File: src/rtl/simmem_row_delay_tracker_if.sv
// Handshake bundle between the request source and the row-delay tracker.
//   in_*      : address request (valid/ready, address, ID, AXI AxLen)
//   release_* : delayed release of the request ID (valid/ready, ID)
// master: the requester / downstream bank side; slave: the tracker.
interface simmem_row_delay_tracker_if #(
  parameter int unsigned AddrWidth = 16,
  parameter int unsigned IdWidth   = 4
);
  logic                 in_valid_i;
  logic                 in_ready_o;
  logic [AddrWidth-1:0] in_addr_i;
  logic [IdWidth-1:0]   in_id_i;
  logic [7:0]           in_burst_len_i;
  logic                 release_valid_o;
  logic                 release_ready_i;
  logic [IdWidth-1:0]   release_id_o;

  modport master (
    output in_valid_i, in_addr_i, in_id_i, in_burst_len_i, release_ready_i,
    input  in_ready_o, release_valid_o, release_id_o
  );

  modport slave (
    input  in_valid_i, in_addr_i, in_id_i, in_burst_len_i, release_ready_i,
    output in_ready_o, release_valid_o, release_id_o
  );
endinterface

File: src/rtl/simmem_row_delay_tracker.sv
// Single-bank DRAM row-buffer timing model for the simulated memory.
// Accepts one address request at a time, classifies it as row hit, row
// empty or row conflict, waits the modelled delay and then presents the
// request ID on the release handshake.
//   clk_i, rst_i : clock, asynchronous active-high reset
//   bus (slave)  : in_* request handshake, release_* ID handshake
//   hit_cnt_o    : saturating count of accepted row hits
//   miss_cnt_o   : saturating count of accepted empty/conflict requests
module simmem_row_delay_tracker #(
  parameter int unsigned AddrWidth         = 16,
  parameter int unsigned RowBufferLenWidth = 8,
  parameter int unsigned IdWidth           = 4,
  parameter int unsigned RowHitCost        = 10,
  parameter int unsigned PrechargeCost     = 50,
  parameter int unsigned ActivationCost    = 45,
  parameter int unsigned CntWidth          = 9,
  parameter int unsigned StatWidth         = 16
) (
  input  logic                         clk_i,
  input  logic                         rst_i,
  simmem_row_delay_tracker_if.slave    bus,
  output logic [StatWidth-1:0]         hit_cnt_o,
  output logic [StatWidth-1:0]         miss_cnt_o
);

  localparam int unsigned RowWidth = AddrWidth - RowBufferLenWidth;

  localparam logic [CntWidth-1:0] CostHit      = CntWidth'(RowHitCost);
  localparam logic [CntWidth-1:0] CostEmpty    = CntWidth'(ActivationCost + RowHitCost);
  localparam logic [CntWidth-1:0] CostConflict =
    CntWidth'(PrechargeCost + ActivationCost + RowHitCost);

  typedef enum logic [1:0] {
    IDLE,
    COUNT,
    RELEASE
  } state_e;

  state_e               state;
  logic [CntWidth-1:0]  cnt;
  logic [IdWidth-1:0]   id_q;
  logic [RowWidth-1:0]  open_row;
  logic                 row_open;

  logic [RowWidth-1:0]  req_row;
  logic                 is_hit;
  logic [CntWidth-1:0]  cost;
  logic [CntWidth-1:0]  delay;
  logic                 accept;

  // Column bits only select a word within the row; they carry no timing.
  logic                 unused_col_bits;
  assign unused_col_bits = ^bus.in_addr_i[RowBufferLenWidth-1:0];

  assign req_row = bus.in_addr_i[AddrWidth-1:RowBufferLenWidth];
  assign accept  = bus.in_valid_i && (state == IDLE);

  always_comb begin
    is_hit = 1'b0;
    cost   = CostEmpty;
    if (row_open) begin
      if (open_row == req_row) begin
        is_hit = 1'b1;
        cost   = CostHit;
      end else begin
        cost   = CostConflict;
      end
    end
    // One extra cycle per beat beyond the first.
    delay = cost + CntWidth'(bus.in_burst_len_i);
  end

  assign bus.in_ready_o      = (state == IDLE);
  assign bus.release_valid_o = (state == RELEASE);
  assign bus.release_id_o    = id_q;

  always_ff @(posedge clk_i or posedge rst_i) begin
    if (rst_i) begin
      state      <= IDLE;
      cnt        <= '0;
      id_q       <= '0;
      open_row   <= '0;
      row_open   <= 1'b0;
      hit_cnt_o  <= '0;
      miss_cnt_o <= '0;
    end else begin
      unique case (state)
        IDLE: begin
          if (accept) begin
            cnt      <= delay - CntWidth'(1);
            id_q     <= bus.in_id_i;
            open_row <= req_row;
            row_open <= 1'b1;
            if (is_hit) begin
              if (hit_cnt_o != '1) hit_cnt_o <= hit_cnt_o + StatWidth'(1);
            end else begin
              if (miss_cnt_o != '1) miss_cnt_o <= miss_cnt_o + StatWidth'(1);
            end
            state <= COUNT;
          end
        end
        COUNT: begin
          if (cnt == '0) begin
            state <= RELEASE;
          end else begin
            cnt <= cnt - CntWidth'(1);
          end
        end
        RELEASE: begin
          if (bus.release_ready_i) begin
            state <= IDLE;
          end
        end
        default: state <= IDLE;
      endcase
    end
  end

endmodule

File: src/flat_wrapper.sv
// flat-port wrapper written by rule: the top's interface ports become plain ports
module simmem_row_delay_tracker_flat 
#(
  parameter int unsigned AddrWidth         = 16,
  parameter int unsigned RowBufferLenWidth = 8,
  parameter int unsigned IdWidth           = 4,
  parameter int unsigned RowHitCost        = 10,
  parameter int unsigned PrechargeCost     = 50,
  parameter int unsigned ActivationCost    = 45,
  parameter int unsigned CntWidth          = 9,
  parameter int unsigned StatWidth         = 16
)
  (clk_i, rst_i, hit_cnt_o, miss_cnt_o, bus_in_valid_i, bus_in_addr_i, bus_in_id_i, bus_in_burst_len_i, bus_release_ready_i, bus_in_ready_o, bus_release_valid_o, bus_release_id_o);
  simmem_row_delay_tracker_if #(.AddrWidth(AddrWidth), .IdWidth(IdWidth)) bus_i ();
  input  logic clk_i;
  input  logic rst_i;
  output logic [StatWidth-1:0] hit_cnt_o;
  output logic [StatWidth-1:0] miss_cnt_o;
  input wire logic [$bits(bus_i.in_valid_i)-1:0] bus_in_valid_i;
  input wire logic [$bits(bus_i.in_addr_i)-1:0] bus_in_addr_i;
  input wire logic [$bits(bus_i.in_id_i)-1:0] bus_in_id_i;
  input wire logic [$bits(bus_i.in_burst_len_i)-1:0] bus_in_burst_len_i;
  input wire logic [$bits(bus_i.release_ready_i)-1:0] bus_release_ready_i;
  output wire logic [$bits(bus_i.in_ready_o)-1:0] bus_in_ready_o;
  output wire logic [$bits(bus_i.release_valid_o)-1:0] bus_release_valid_o;
  output wire logic [$bits(bus_i.release_id_o)-1:0] bus_release_id_o;
  assign bus_i.in_valid_i = bus_in_valid_i;
  assign bus_i.in_addr_i = bus_in_addr_i;
  assign bus_i.in_id_i = bus_in_id_i;
  assign bus_i.in_burst_len_i = bus_in_burst_len_i;
  assign bus_i.release_ready_i = bus_release_ready_i;
  assign bus_in_ready_o = bus_i.in_ready_o;
  assign bus_release_valid_o = bus_i.release_valid_o;
  assign bus_release_id_o = bus_i.release_id_o;
  simmem_row_delay_tracker #(.AddrWidth(AddrWidth), .RowBufferLenWidth(RowBufferLenWidth), .IdWidth(IdWidth), .RowHitCost(RowHitCost), .PrechargeCost(PrechargeCost), .ActivationCost(ActivationCost), .CntWidth(CntWidth), .StatWidth(StatWidth)) u_core (.clk_i(clk_i), .rst_i(rst_i), .bus(bus_i), .hit_cnt_o(hit_cnt_o), .miss_cnt_o(miss_cnt_o));
endmodule
File: config.mk
export PLATFORM = sky130hd
export DESIGN_NAME = simmem_row_delay_tracker_flat
export DESIGN_NICKNAME = d
export VERILOG_FILES = /design/src/rtl/simmem_row_delay_tracker_if.sv /design/src/rtl/simmem_row_delay_tracker.sv /design/src/flat_wrapper.sv
export SDC_FILE = /design/constraint.sdc
export NUM_CORES = 1
export LEC_CHECK = 0
export ABC_CLOCK_PERIOD_IN_PS = 4100
export CAP_MARGIN = 30
export CORE_MARGIN = 2
export CORE_UTILIZATION = 40
export DETAILED_ROUTE_END_ITERATION = 8
export GPL_TIMING_DRIVEN = 0
export PLACE_DENSITY = 0.66
export SKIP_CTS_REPAIR_TIMING = 1
export SYNTH_ARGS = -nofsm -noshare
export SYNTH_HDL_FRONTEND = slang
export SYNTH_SLANG_ARGS = --single-unit
File: constraint.sdc
create_clock -name clk_i -period 4.1 [get_ports clk_i]
set_clock_uncertainty 0.2 [all_clocks]
set_input_delay 0.41 -clock clk_i [delete_from_list [all_inputs] [get_ports clk_i]]
set_output_delay 0.41 -clock clk_i [all_outputs]
set_load 0.03 [all_outputs]
==> qor.yml, run 1 <==
setup_path:
  critPathKind: "in2reg"
  crit_family: "simple AND/OR/NAND/NOR gates"
  cp_common_cell: "inv_1"
  required_ps: 4080
  end_kind: "flop"
  cp-start-kind: "input pin"
  cp_max_fo: 2
  worstPathArrival_ps: 3400
  critPathBufInv: 4
  cpPeakStageDelay_ps: 430
  crit_chain: "clkdlybuf4s50_1 > xor2_1 > nor4_4 > nand2_1 > nand2_1 > inv_1 > ha_1 > inv_1 > ha_1 > inv_1 > fa_1 > nor2b_1 > o21a_1 > o21ai_0 > mux2i_1 > a21oi_1 > o21ai_0"
  crit_slowest_cell: "clkdlybuf4s50_1"
grt:
  grt_pass1_vias: 2503
  grt_start_max_net_pins: 32
  antenna_found_initial: 0
  grt_first_pass_wirelength_um: 11540
  grt_use_total_pct: 16.34
  grt_overflow: 0
timing:
  fin_crit_sh_pct: 83.37
  fmax_mhz: 292.6
  min_period_ps: 3418
  rsz0062_at_grt: "false"
  fin_ws_ps: 682.0
  setup_viol: 0
  finalSetupTns_ps: 0
  drv_slew: 0
  relSlewSlack_pct: 61.96
  worst_pin_slew_ps: 569.8
  finalHoldViolations: 0
cells_and_area:
  diodes: 0
  nNetsFinal: 459
  num-fill-cells: 731
  drive_above_1_share_pct: 4.634
  syn_to_final_growth_pct: 26.92
  finish.utilization_pct: 52.18
yosys:
  synth_area_leaders: "dfrtp_1, xnor2_1, ha_1"
  ys_ff_latch: 56
  yosysWarnings: 0
  synth_area_sq_um: 3161
  synth_edf_count: 0
  synth_area_leader_cell: "dfrtp_1"
  synth.avg_cell_area_sq_um: 9.296
  syn_nets: 390
  netlist.area_leader.share_pct: 44.34
  yosysUniqueCellTypes: 40
  async_flop_share_pct: 100.0
  netlist_instances: 340
  synth-seq-area-share_pct: 44.34
  synth-main-ff-cell: "dfrtp_1"
pwr:
  power.internal_w: 0.001070
  comb_power_share_pct: 36.6
  p_sw_share_pct: 38.48
  p_sw_w: 0.0006690
  power_w: 0.001739
  clkPwrFrac_pct: 17.7
  p_per_area_nw_per_um2: 433.4
  p_leak_nw: 1.835
  pwr-share-seq_pct: 45.7
  peakVddDrop_mv: 0.3035
routing:
  wl_per_cell_um: 12.87
  wl_um: 6590
  via_per_inst: 5.014
  postRouteAntennaNets: 0
  first_pass_iters: 5
  vias: 2567
  drtIter0Drc: 94
  drc: 0
floorplan:
  initial_core_util_pct: 41.11
  die_w_um: 92.89
  top_level_ports: 70
  rows: 32
  die_h_um: 92.89
  core_sq_um: 7687
  dieArea_sq_um: 8629
hold_path:
  worst_hold_path_type: "in2async"
cts:
  clock-root-buffer: "clkbuf_8"
  clockBufferDepth: 2
  cts_buffers: 5
  clock_tree.htree_level_count: 2
  cts_tree: "done"
  path_clk_slew_ps: 110
  clk_latency_ps: 310
  clock-sinks: 56
run_status:
  status: "complete, no violations"
placed_design:
  dp_hpwl_um: 4923
  gp_congestion: 0.8417
  dpl_worst_slack_ps: 333.3
  io_buffers: 61
job:
  drv_cap: 0
[worst reg2reg max path: cells and delay by family, from the launching register on]
family	cells	cell delay (ps)
and+or+nand+nor	4	790
adders and majority gates	3	790
AOI/OAI and AO/OA	4	490
DFF	1	400
xor gates and xnor gates	1	190
buffers and inverters	3	160
muxes	1	150
[cells in the final DEF (no fill, tap or decap), drive strengths merged]
cell type      Yosys  routed
nand2b             4       4
dfrtp             56      56
a31oi              8       8
nor2              14      14
and4               2       2
nor3b              2       2
nand3             19      19
nor4               8       8
o21a               1       1
o2bb2ai            1       1
or3                1       1
o21ai             14      14
clkdlybuf4s50      0      61
nor3              10      10
a21o               1       1
a211oi             1       1
nor2b              5       5
nand2             54      54
and2               2       2
clkinvlp           0       2
ha                17      17
clkbuf             3       8
nand4             12      12
mux2i              1       1
and3               9       9
o22ai              1       1
a211o              2       2
a21oi             11      11
o311a              1       1
fa                 1       1
clkinv             0       1
inv               33      33
mux2               2       2
xor2              15      15
xnor2             25      25
buf                4       5
[per-stage QoR]
stage | instances | area [sq um] | hold WS, ps
floorplan | 340 | 3161 | 259.3
global placement | 503 | 3899 | 258.6
detailed placement | 504 | 3919 | 267.2
CTS | 512 | 4011 | 285.9
global route | 512 | 4011 | 317.9
finish | 512 | 4011 | 261.9
[cells by family after synthesis]
kind of cell / Yosys count / share of synthesized area, %
buffers and inverters: 40 / 4.830
and+or+nand+nor: 142 / 23.75
muxes: 3 / 1.029
xor gates and xnor gates: 40 / 11.08
DFF: 56 / 44.34
adders and majority gates: 18 / 7.363
AOI/OAI and AO/OA: 41 / 7.602
[area by class of cell]
cell class                 count  area [sq um]  area share (%)
multi-input combinational    244          1607           40.05
sequential                    56          1401           34.93
timing repair buffer          62         630.6           15.72
tap                          102         127.6           3.182
inverter                      33         123.9           3.088
clock buffer                   5         68.82           1.716
buffer                         7         28.78          0.7174
clock inverter                 3         23.77          0.5926
[final timing paths]
path                                             from                         end  slack (ps)  cells after the start
min in group clk_i         u_core.bus.release_id_o[1]  u_core.bus.release_id_o[1]         290                      2
max in group asynchronous                       rst_i               u_core.cnt[4]        2870                      3
min                                             rst_i         u_core.hit_cnt_o[7]         260                      2
max reg2reg                        u_core.open_row[2]               u_core.cnt[7]         820                     16
max                                 bus_in_addr_i[15]               u_core.cnt[7]         680                     17
min reg2reg                u_core.bus.release_id_o[1]  u_core.bus.release_id_o[1]         290                      2
[flip-flops by register name, summed over array words and instances (netlist names)]
| name | count |
|---|---|
| u_core.cnt | 9 |
| u_core.row_open | 1 |
| u_core.hit_cnt_o | 16 |
| u_core.open_row | 8 |
| u_core.state | 2 |
| u_core.bus.release_id_o | 4 |
| u_core.miss_cnt_o | 16 |
[cell usage after synthesis, types with 6 or more instances]
library cell	instances
o21ai_0	14
nor3_1	8
nor2_1	13
a21oi_1	11
inv_1	32
and3_1	9
ha_1	17
nand3_1	18
nand2_1	54
nand4_1	12
nor4_1	6
a31oi_1	8
xor2_1	15
xnor2_1	25
dfrtp_1	56
[per-layer routing]
layer	track usage (%)	share of wire (%)	up-vias
met4	4.779	1.5	0
met2	25.30	44	66
met3	2.766	4.4	10
li1	-	-	1288
met5	0	0	-
met1	23.58	50	1203
[power by group through the flow]
stage / Clock, W / Sequential, W / Combinational, W
after floorplan: 0 / 0.000865 / 0.000369
after global placement: 0 / 0.000799 / 0.000626
after detailed placement: 0 / 0.000804 / 0.000642
after CTS: 0.000316 / 0.000794 / 0.000643
after global routing: 0.000339 / 0.000815 / 0.000721
final: 0.000308 / 0.000795 / 0.000636
Note: power is estimated with default switching activity, not from simulation.
==> run 2: changes to the inputs <==
--- a/config.mk
+++ b/config.mk
@@ -5,13 +5,13 @@
 export SDC_FILE = /design/constraint.sdc
 export NUM_CORES = 1
 export LEC_CHECK = 0
-export ABC_CLOCK_PERIOD_IN_PS = 4100
+export ABC_CLOCK_PERIOD_IN_PS = 2950
 export CAP_MARGIN = 30
 export CORE_MARGIN = 2
 export CORE_UTILIZATION = 40
 export DETAILED_ROUTE_END_ITERATION = 8
 export GPL_TIMING_DRIVEN = 0
-export PLACE_DENSITY = 0.66
+export PLACE_DENSITY = 0.68
 export SKIP_CTS_REPAIR_TIMING = 1
 export SYNTH_ARGS = -nofsm -noshare
 export SYNTH_HDL_FRONTEND = slang
==> constraint.sdc (replaced) <==
create_clock -name clk_i -period 2.95 [get_ports clk_i]
set_clock_uncertainty 0.2 [all_clocks]
set_input_delay 0.295 -clock clk_i [delete_from_list [all_inputs] [get_ports clk_i]]
set_output_delay 0.295 -clock clk_i [all_outputs]
set_load 0.03 [all_outputs]
==> run 2 against run 1 <==
The flow now finishes with violations (setup timing). Cell count is 0.98% higher. Die area unchanged. Flip-flop and latch count is the same. Wire length grew 6.8%. Design area grew 3.6%. Power up 47%. Hold slack worse by 180 ps. First-iteration DRC count is 1.1% higher. Combinational power rose by 46%. Sequential power increased by 40%. Largest cell class unchanged. Largest power group unchanged.
==> qor.yml, run 2 (same netlist as run 1, synthesis figures left out) <==
run_status:
  status: "finished with violations"
  violations: "setup timing"
pwr:
  p_leak_nw: 1.898
  pwr-share-seq_pct: 43.4
  power.internal_w: 0.001596
  clkPwrFrac_pct: 20.3
  p_sw_w: 0.0009545
  p_sw_share_pct: 37.43
  p_per_area_nw_per_um2: 613.8
  comb_power_share_pct: 36.3
  peakVddDrop_mv: 0.3599
floorplan:
  core_sq_um: 7687
  top_level_ports: 70
  die_w_um: 92.89
  initial_core_util_pct: 41.11
  dieArea_sq_um: 8629
  rows: 32
  die_h_um: 92.89
grt:
  antenna_found_initial: 0
  grt_pass1_vias: 2630
  gr-usage-met1_pct: 22.45
  grt_first_pass_wirelength_um: 12010
  grt_start_max_net_pins: 35
  gr-usage-met2_pct: 28.74
  grt_overflow: 0
  grt_use_met3_pct: 3.173
  busiest_layer: "met2"
  grt_use_total_pct: 17.14
routing:
  vias: 2616
  via_per_inst: 5.060
  first_pass_iters: 4
  postRouteAntennaNets: 0
  wl_per_cell_um: 13.61
  drtIter0Drc: 95
  drc: 0
  wl_um: 7035
cells_and_area:
  layout_common_cells: "clkdlybuf4s50_1, dfrtp_1, nand2_1"
  fin_area_sq_um: 4155
  final_common_cell: "clkdlybuf4s50_1"
  nNetsFinal: 464
  drive_above_1_share_pct: 9.639
  diodes: 0
  syn_to_final_growth_pct: 31.47
  finish.utilization_pct: 54.05
  top_regs: "u_core.hit_cnt_o (16), u_core.miss_cnt_o (16), u_core.cnt (9)"
timing:
  finalSetupTns_ps: -196.7
  relSlewSlack_pct: 62.02
  min_period_ps: 3050
  rsz0062_at_grt: "true"
  fin_crit_sh_pct: 103.4
  fin_ws_ps: -100.2
  setup_viol: 3
  drv_slew: 0
  fmax_mhz: 327.9
  worst_pin_slew_ps: 565.4
  finalHoldViolations: 0
cts:
  cts_buffers: 5
  clk_latency_ps: 310
  clock_tree.htree_level_count: 2
  cts_tree: "done"
  clockBufferDepth: 2
  clock-sinks: 56
  path_clk_slew_ps: 100
  clock-root-buffer: "clkbuf_8"
setup_path:
  worstPathArrival_ps: 3040
  timing.rr.start: "u_core.open_row[2]"
  ff2ff_setup_slack_ps: -100
  cp_common_cell: "inv_2"
  r2r_end: "u_core.cnt[5]"
  cp_max_fo: 2
  end_kind: "flop"
  crit_chain: "xor2_2 > nor4_4 > nand2_1 > nand2_2 > inv_2 > ha_4 > inv_2 > ha_4 > inv_2 > fa_2 > nor2b_2 > o21a_1 > or3_1 > a31oi_1 > o21ai_0"
  cp-endpoint: "u_core.cnt[5]"
  reg2regPathDepth: 15
  crit_slowest_cell: "dfrtp_1"
  cp-start-kind: "flop"
  required_ps: 2940
  cpPeakStageDelay_ps: 420
  critPathKind: "reg2reg"
  crit_start: "u_core.open_row[2]"
placed_design:
  dp_hpwl_um: 5160
  gp_congestion: 0.8319
  place_area_sq_um: 3919
  io_buffers: 61
job:
  drv_cap: 0
hold_path:
  worst_hold_path_type: "in2reg"
## run 2: worst min path at each step
| stage | start | endpoint | slack (ps) | cells past startpoint |
|---|---|---|---|---|
| after floorplan | bus_in_id_i[0] | u_core.bus.release_id_o[0] | 200 | 2 |
| after global placement | u_core.bus.release_id_o[1] | u_core.bus.release_id_o[1] | 260 | 2 |
| after detailed placement | u_core.bus.release_id_o[1] | u_core.bus.release_id_o[1] | 270 | 2 |
| after CTS | rst_i | u_core.bus.release_id_o[2] | 130 | 2 |
| after global routing | bus_in_addr_i[12] | u_core.open_row[4] | 70 | 3 |
| final | bus_in_addr_i[10] | u_core.open_row[2] | 80 | 3 |
## run 2: layout make-up
type                       count  area [sq um]
buffer                         7         28.78
fill                         701          3532
sequential                    56          1401
inverter                      33         126.4
multi-input combinational    244          1687
clock inverter                 2         38.79
clock buffer                   6         72.57
tap                          102         127.6
timing repair buffer          67         673.1
## run 2: metal layers
layer	wire length [um]	up-vias	share of wire [%]
met2	3457	54	49
met3	264	13	3.8
met1	3151	1244	45
met4	161	0	2.3
li1	-	1305	-
met5	0	-	0
## run 2: critical path: cells and delay by family (launching register included)
kind	cells	cell delay (ps)
adders and majority gates	3	620
and+or+nand+nor	5	910
xor gates and xnor gates	1	170
DFF	1	420
AOI/OAI and AO/OA	3	450
buffers and inverters	3	150
## run 2: power by group through the flow
stage / logic [W] / registers, W / clock network [W]
global placement: 0.000866 / 0.00111 / 0
global route: 0.00104 / 0.00114 / 0.000560
floorplan: 0.000513 / 0.00120 / 0
finish: 0.000926 / 0.00111 / 0.000517
detailed placement: 0.000895 / 0.00112 / 0
CTS: 0.000899 / 0.00111 / 0.000537
## run 2: stage by stage
| stage | std cells | hold slack, ps | setup slack (ps) | total power (W) |
|---|---|---|---|---|
| 2_1_floorplan | 340 | 200.4 | 6.709 | 0.001715 |
| 3_3_place_gp | 503 | 258.3 | -527.4 | 0.001976 |
| 3_5_place_dp | 504 | 265.8 | -612.7 | 0.002015 |
| 4_1_cts | 512 | 128.1 | -266.8 | 0.002541 |
| 5_1_grt | 517 | 74.38 | -277.1 | 0.002737 |
| 6_report | 517 | 77.00 | -100.2 | 0.002550 |
==> patch 1 (flow settings as in run 2) <==
Encoding of `state_e`: now one-hot (3 bits for 3 states).
--- a/src/rtl/simmem_row_delay_tracker.sv
+++ b/src/rtl/simmem_row_delay_tracker.sv
@@ -31,8 +31,8 @@
     CntWidth'(PrechargeCost + ActivationCost + RowHitCost);
 
-  typedef enum logic [1:0] {
-    IDLE,
-    COUNT,
-    RELEASE
+  typedef enum logic [2:0] {
+    IDLE    = 3'b001,
+    COUNT   = 3'b010,
+    RELEASE = 3'b100
   } state_e;
 
Behaviour: same outputs for any inputs over 10 cycles, from zero or initial values and one cycle with rst_i high; not proved beyond that.
==> patch 1 against run 2 <==
- the run still ends with setup timing left
- total power is 31% higher
- non-clock buffer count increased by 11
- routed wire length increased by 5.7%
- core utilization grew 1.8 points
- area after synthesis rose by 4.7%
- worst setup slack gained 0.045 ns
- via count rose by 8.5%
- maximum frequency up 1.5%
- clock power is 72% higher
- count of clock-buffer cells in the layout up 4
- sequential cell count increased by 1
- design area rose by 9.2%
- largest power group is now combinational cells
==> patch 1: results (changes against run 2) <==
pwr:
  fraction_of_power_consumed_by_sequential_logic_pct: 35.6  # -7.8 points
  vdd.ir_drop.worst_mv: 0.4466  # +24%
  static-leakage-power_nw: 2.130  # +12%
  power_frac_clock_pct: 26.7  # +6.4 points
synthesis:
  syn_nets: 414  # +6.2%
  synth_largest_type_area_fraction_pct: 42.34  # -2.0 points
  synthTopCellsByCount: "dfrtp_1 (56), nand2_1 (55), inv_1 (33)"
  seq_total_area_yosys_pct: 43.14  # -1.2 points
  synth.distinct_cells: 52  # +30%
  yosys-top-cells-area: "dfrtp_1 (42%), ha_1 (6.4%), xor2_1 (6.4%)"
  yosys-mux-area-fraction_pct: 0.9830  # -0.046 points
  synth-adder-area-share_pct: 7.032  # -0.33 points
finish:
  nMultiInputCombCells: 261  # +7.0%
  multi_input_area_share_pct: 40.16  # -0.43 points
  fillerInstances: 730  # +4.1%
  nFlopsAndLatches: 57  # +1.8%
  nonClockBufferCount: 85  # +15%
  nonClkBufAreaFrac_pct: 17.36  # +0.47 points
  share_of_cells_above_drive_strength_1_pct: 14.38  # +4.7 points
  num-nets-final: 497  # +7.1%
  total_of_clock_buffers_placed_in_the_layout: 10  # +4
  layout.clock.cell_area_share_pct: 5.347  # +2.7 points
  seq_share_pct: 31.45  # -2.3 points
detailed_routing:
  wl_per_cell_um: 13.36  # -1.9%
  wl_met3_um: 306  # +16%
  dr.first_iter.drc_count: 88  # -7.4%
  m1WireLength_um: 3419  # +8.5%
critical_path:
  crit-reg2reg-capture: "u_core.cnt[7]"
  critical_path_arrival_ns: 3.07  # +0.03 ns
  timing.rr.start: "u_core.open_row[0]"
grt:
  globalRouteTotalUtil_pct: 17.13  # about the same
  first_global_vias: 2706  # +2.9%
  use_met1_pct: 21.84  # -0.60 points
  grt_first_pass_wirelength_um: 12140  # +1.1%
status:
  outcome: "finished, violations left"
  violations: "setup timing"
sta:
  finalSetupViolCount: 2  # -1
  final.setup.worst_slack_ns: -0.05552  # +0.04464 ns
  slew_headroom_pct: 41.92  # -20 points
place:
  routability_congestion_estimate_from_global_placement: 0.8372  # +0.64%
## patch 1: metrics by stage
step                      instances  instance area [um2]  setup WS, ns  hold slack (ns)  utilization, %
final                           557                 4539      -0.05552          0.04452           55.81
after global routing            557                 4539       -0.2399          0.03324           55.81
after CTS                       547                 4314       -0.6877          0.07129           53.04
after detailed placement        531                 4071        -1.016           0.2616           50.05
after global placement          530                 4051       -0.9331           0.2611           49.81
after floorplan                 364                 3309       0.02252           0.2004               -
## patch 1: worst max path at each step
| stage | from | to |
|---|---|---|
| 2_1_floorplan | u_core.open_row[5] | u_core.cnt[7] |
| 3_3_place_gp | bus_in_addr_i[15] | u_core.cnt[5] |
| 3_5_place_dp | bus_in_addr_i[15] | u_core.cnt[5] |
| 4_1_cts | bus_in_addr_i[15] | u_core.cnt[7] |
| 5_1_grt | u_core.open_row[0] | u_core.cnt[5] |
| 6_report | u_core.open_row[0] | u_core.cnt[7] |
==> patch 2 (config.mk and constraints of run 2) <==
Made on the original files. `CntWidth` is set to 9 in 2 places; all go to 18.
--- a/src/rtl/simmem_row_delay_tracker.sv
+++ b/src/rtl/simmem_row_delay_tracker.sv
@@ -14,5 +14,5 @@
   parameter int unsigned PrechargeCost     = 50,
   parameter int unsigned ActivationCost    = 45,
-  parameter int unsigned CntWidth          = 9,
+  parameter int unsigned CntWidth          = 18,
   parameter int unsigned StatWidth         = 16
 ) (
--- a/src/flat_wrapper.sv
+++ b/src/flat_wrapper.sv
@@ -8,5 +8,5 @@
   parameter int unsigned PrechargeCost     = 50,
   parameter int unsigned ActivationCost    = 45,
-  parameter int unsigned CntWidth          = 9,
+  parameter int unsigned CntWidth          = 18,
   parameter int unsigned StatWidth         = 16
 )
Function: same outputs for any inputs over 10 cycles, from zero or initial values and one cycle with rst_i high; that may be too few to reach the edited logic, so the function may still have changed.
==> patch 2 against run 2 <==
- the flow still finishes with violations (setup timing)
- count of clock-buffer cells in the layout grew 3
- area after synthesis grew 18%
- synthesized cell count up 8.2%
- worst setup slack got worse by 0.54 ns
- routed wire length grew 21%
- design area up 20%
- sequential cell count is 9 higher
- critical endpoint is now u_core.cnt[15]
- largest cell class unchanged
- highest routed layer unchanged
Power is not compared: it rests on default switching activity, and its combinational part moved more than twofold at a synthesized area within 25%.
==> patch 2: results (changes against run 2) <==
finish:
  top_registers: "u_core.cnt (18), u_core.hit_cnt_o (16), u_core.miss_cnt_o (16)"
  num-nets-final: 496  # +6.9%
  fillerInstances: 805  # +15%
  share_of_cells_above_drive_strength_1_pct: 16.81  # +7.2 points
status:
  violations: "setup timing"
  outcome: "finished, violations left"
clocking:
  cts_max_level: 3  # +1
  clock_latency_ns: 0.35  # +0.04 ns
  numCtsBuffers: 9  # +4
critical_path:
  crit-reg2reg-capture: "u_core.cnt[15]"
  crit_path_max_fanout: 5  # +3
  r2r.worst_path.cells: 14  # -1
  max_stage_delay_ns: 0.39  # -0.03 ns
  critical_path_arrival_ns: 3.65  # +0.61 ns
place:
  pre_cts_ws_ns: -1.090  # -0.4772 ns
synthesis:
  synth_xor_area_share_pct: 12.19  # +1.1 points
  synth.distinct_cells: 57  # +43%
  synthTopCellsByCount: "nand2_1 (68), dfrtp_1 (65), xnor2_1 (37)"
  yosys-top-cells-area: "dfrtp_1 (44%), xnor2_1 (8.7%), nand2_1 (6.8%)"
  synth_compound_gate_area_share_pct: 9.246  # +1.6 points
grt:
  first_global_vias: 2808  # +6.8%
  globalRouteTotalUtil_pct: 17.16  # +0.024 points
  grt_first_pass_wirelength_um: 13620  # +13%
detailed_routing:
  m1WireLength_um: 3909  # +24%
  via_count: 3005  # +15%
sta:
  final.setup.worst_slack_ns: -0.6371  # -0.5369 ns
  finalSetupViolCount: 16  # +13
-- patch 2: cell types whose count changed after synthesis, moves of 8 or more --
cell     before  now
nor4_2        0    8
xnor2_1      25   37
inv_1        32    8
nand2_1      54   68
nor2_1       13   24
dfrtp_1      56   65
o21ai_0      14    2
-- patch 2: worst max-delay path by stage --
stage                             from             end  slack (ns)  cells past startpoint
finish              u_core.open_row[5]  u_core.cnt[15]       -0.64                     14
CTS                 u_core.open_row[3]  u_core.cnt[10]       -0.75                     13
global placement     bus_in_addr_i[11]  u_core.cnt[10]       -1.07                     14
floorplan           u_core.open_row[0]  u_core.cnt[16]       -0.27                     13
detailed placement   bus_in_addr_i[11]  u_core.cnt[10]       -1.09                     14
global route        u_core.open_row[5]  u_core.cnt[11]       -0.85                     15
-- patch 2: per-stage QoR --
stage | cells | hold slack, ns
after detailed placement | 541 | 0.2615
final | 569 | 0.1624
after global placement | 540 | 0.2646
after global routing | 569 | 0.2203
after floorplan | 368 | 0.2004
after CTS | 557 | 0.1675
-- patch 2: final cells by class --
cell class / count / area, um2 / area share, %
flip-flops and latches: 65 / 1627 / 32.73
plain buffers: 8 / 60.06 / 1.208
multi-input cells: 288 / 2171 / 43.68
repair buffers: 73 / 740.7 / 14.90
clock buffers: 9 / 123.9 / 2.492
well taps: 111 / 138.9 / 2.795
clock inverters: 7 / 78.83 / 1.586
inverters: 8 / 30.03 / 0.6042
-- patch 2: power by group --
part / switching, mW / total [mW] / internal [mW]
combinational: 1.08 / 1.89 / 0.810
clock: 0.373 / 0.771 / 0.399
sequential: 0.203 / 1.30 / 1.10
total: 1.65 / 3.96 / 2.31
-- patch 2: layer usage --
layer	GRT usage (%)	vias to the layer above
met5	0	-
met2	26.87	61
li1	-	1479
met3	3.467	12
met4	6.639	0
met1	23.45	1453
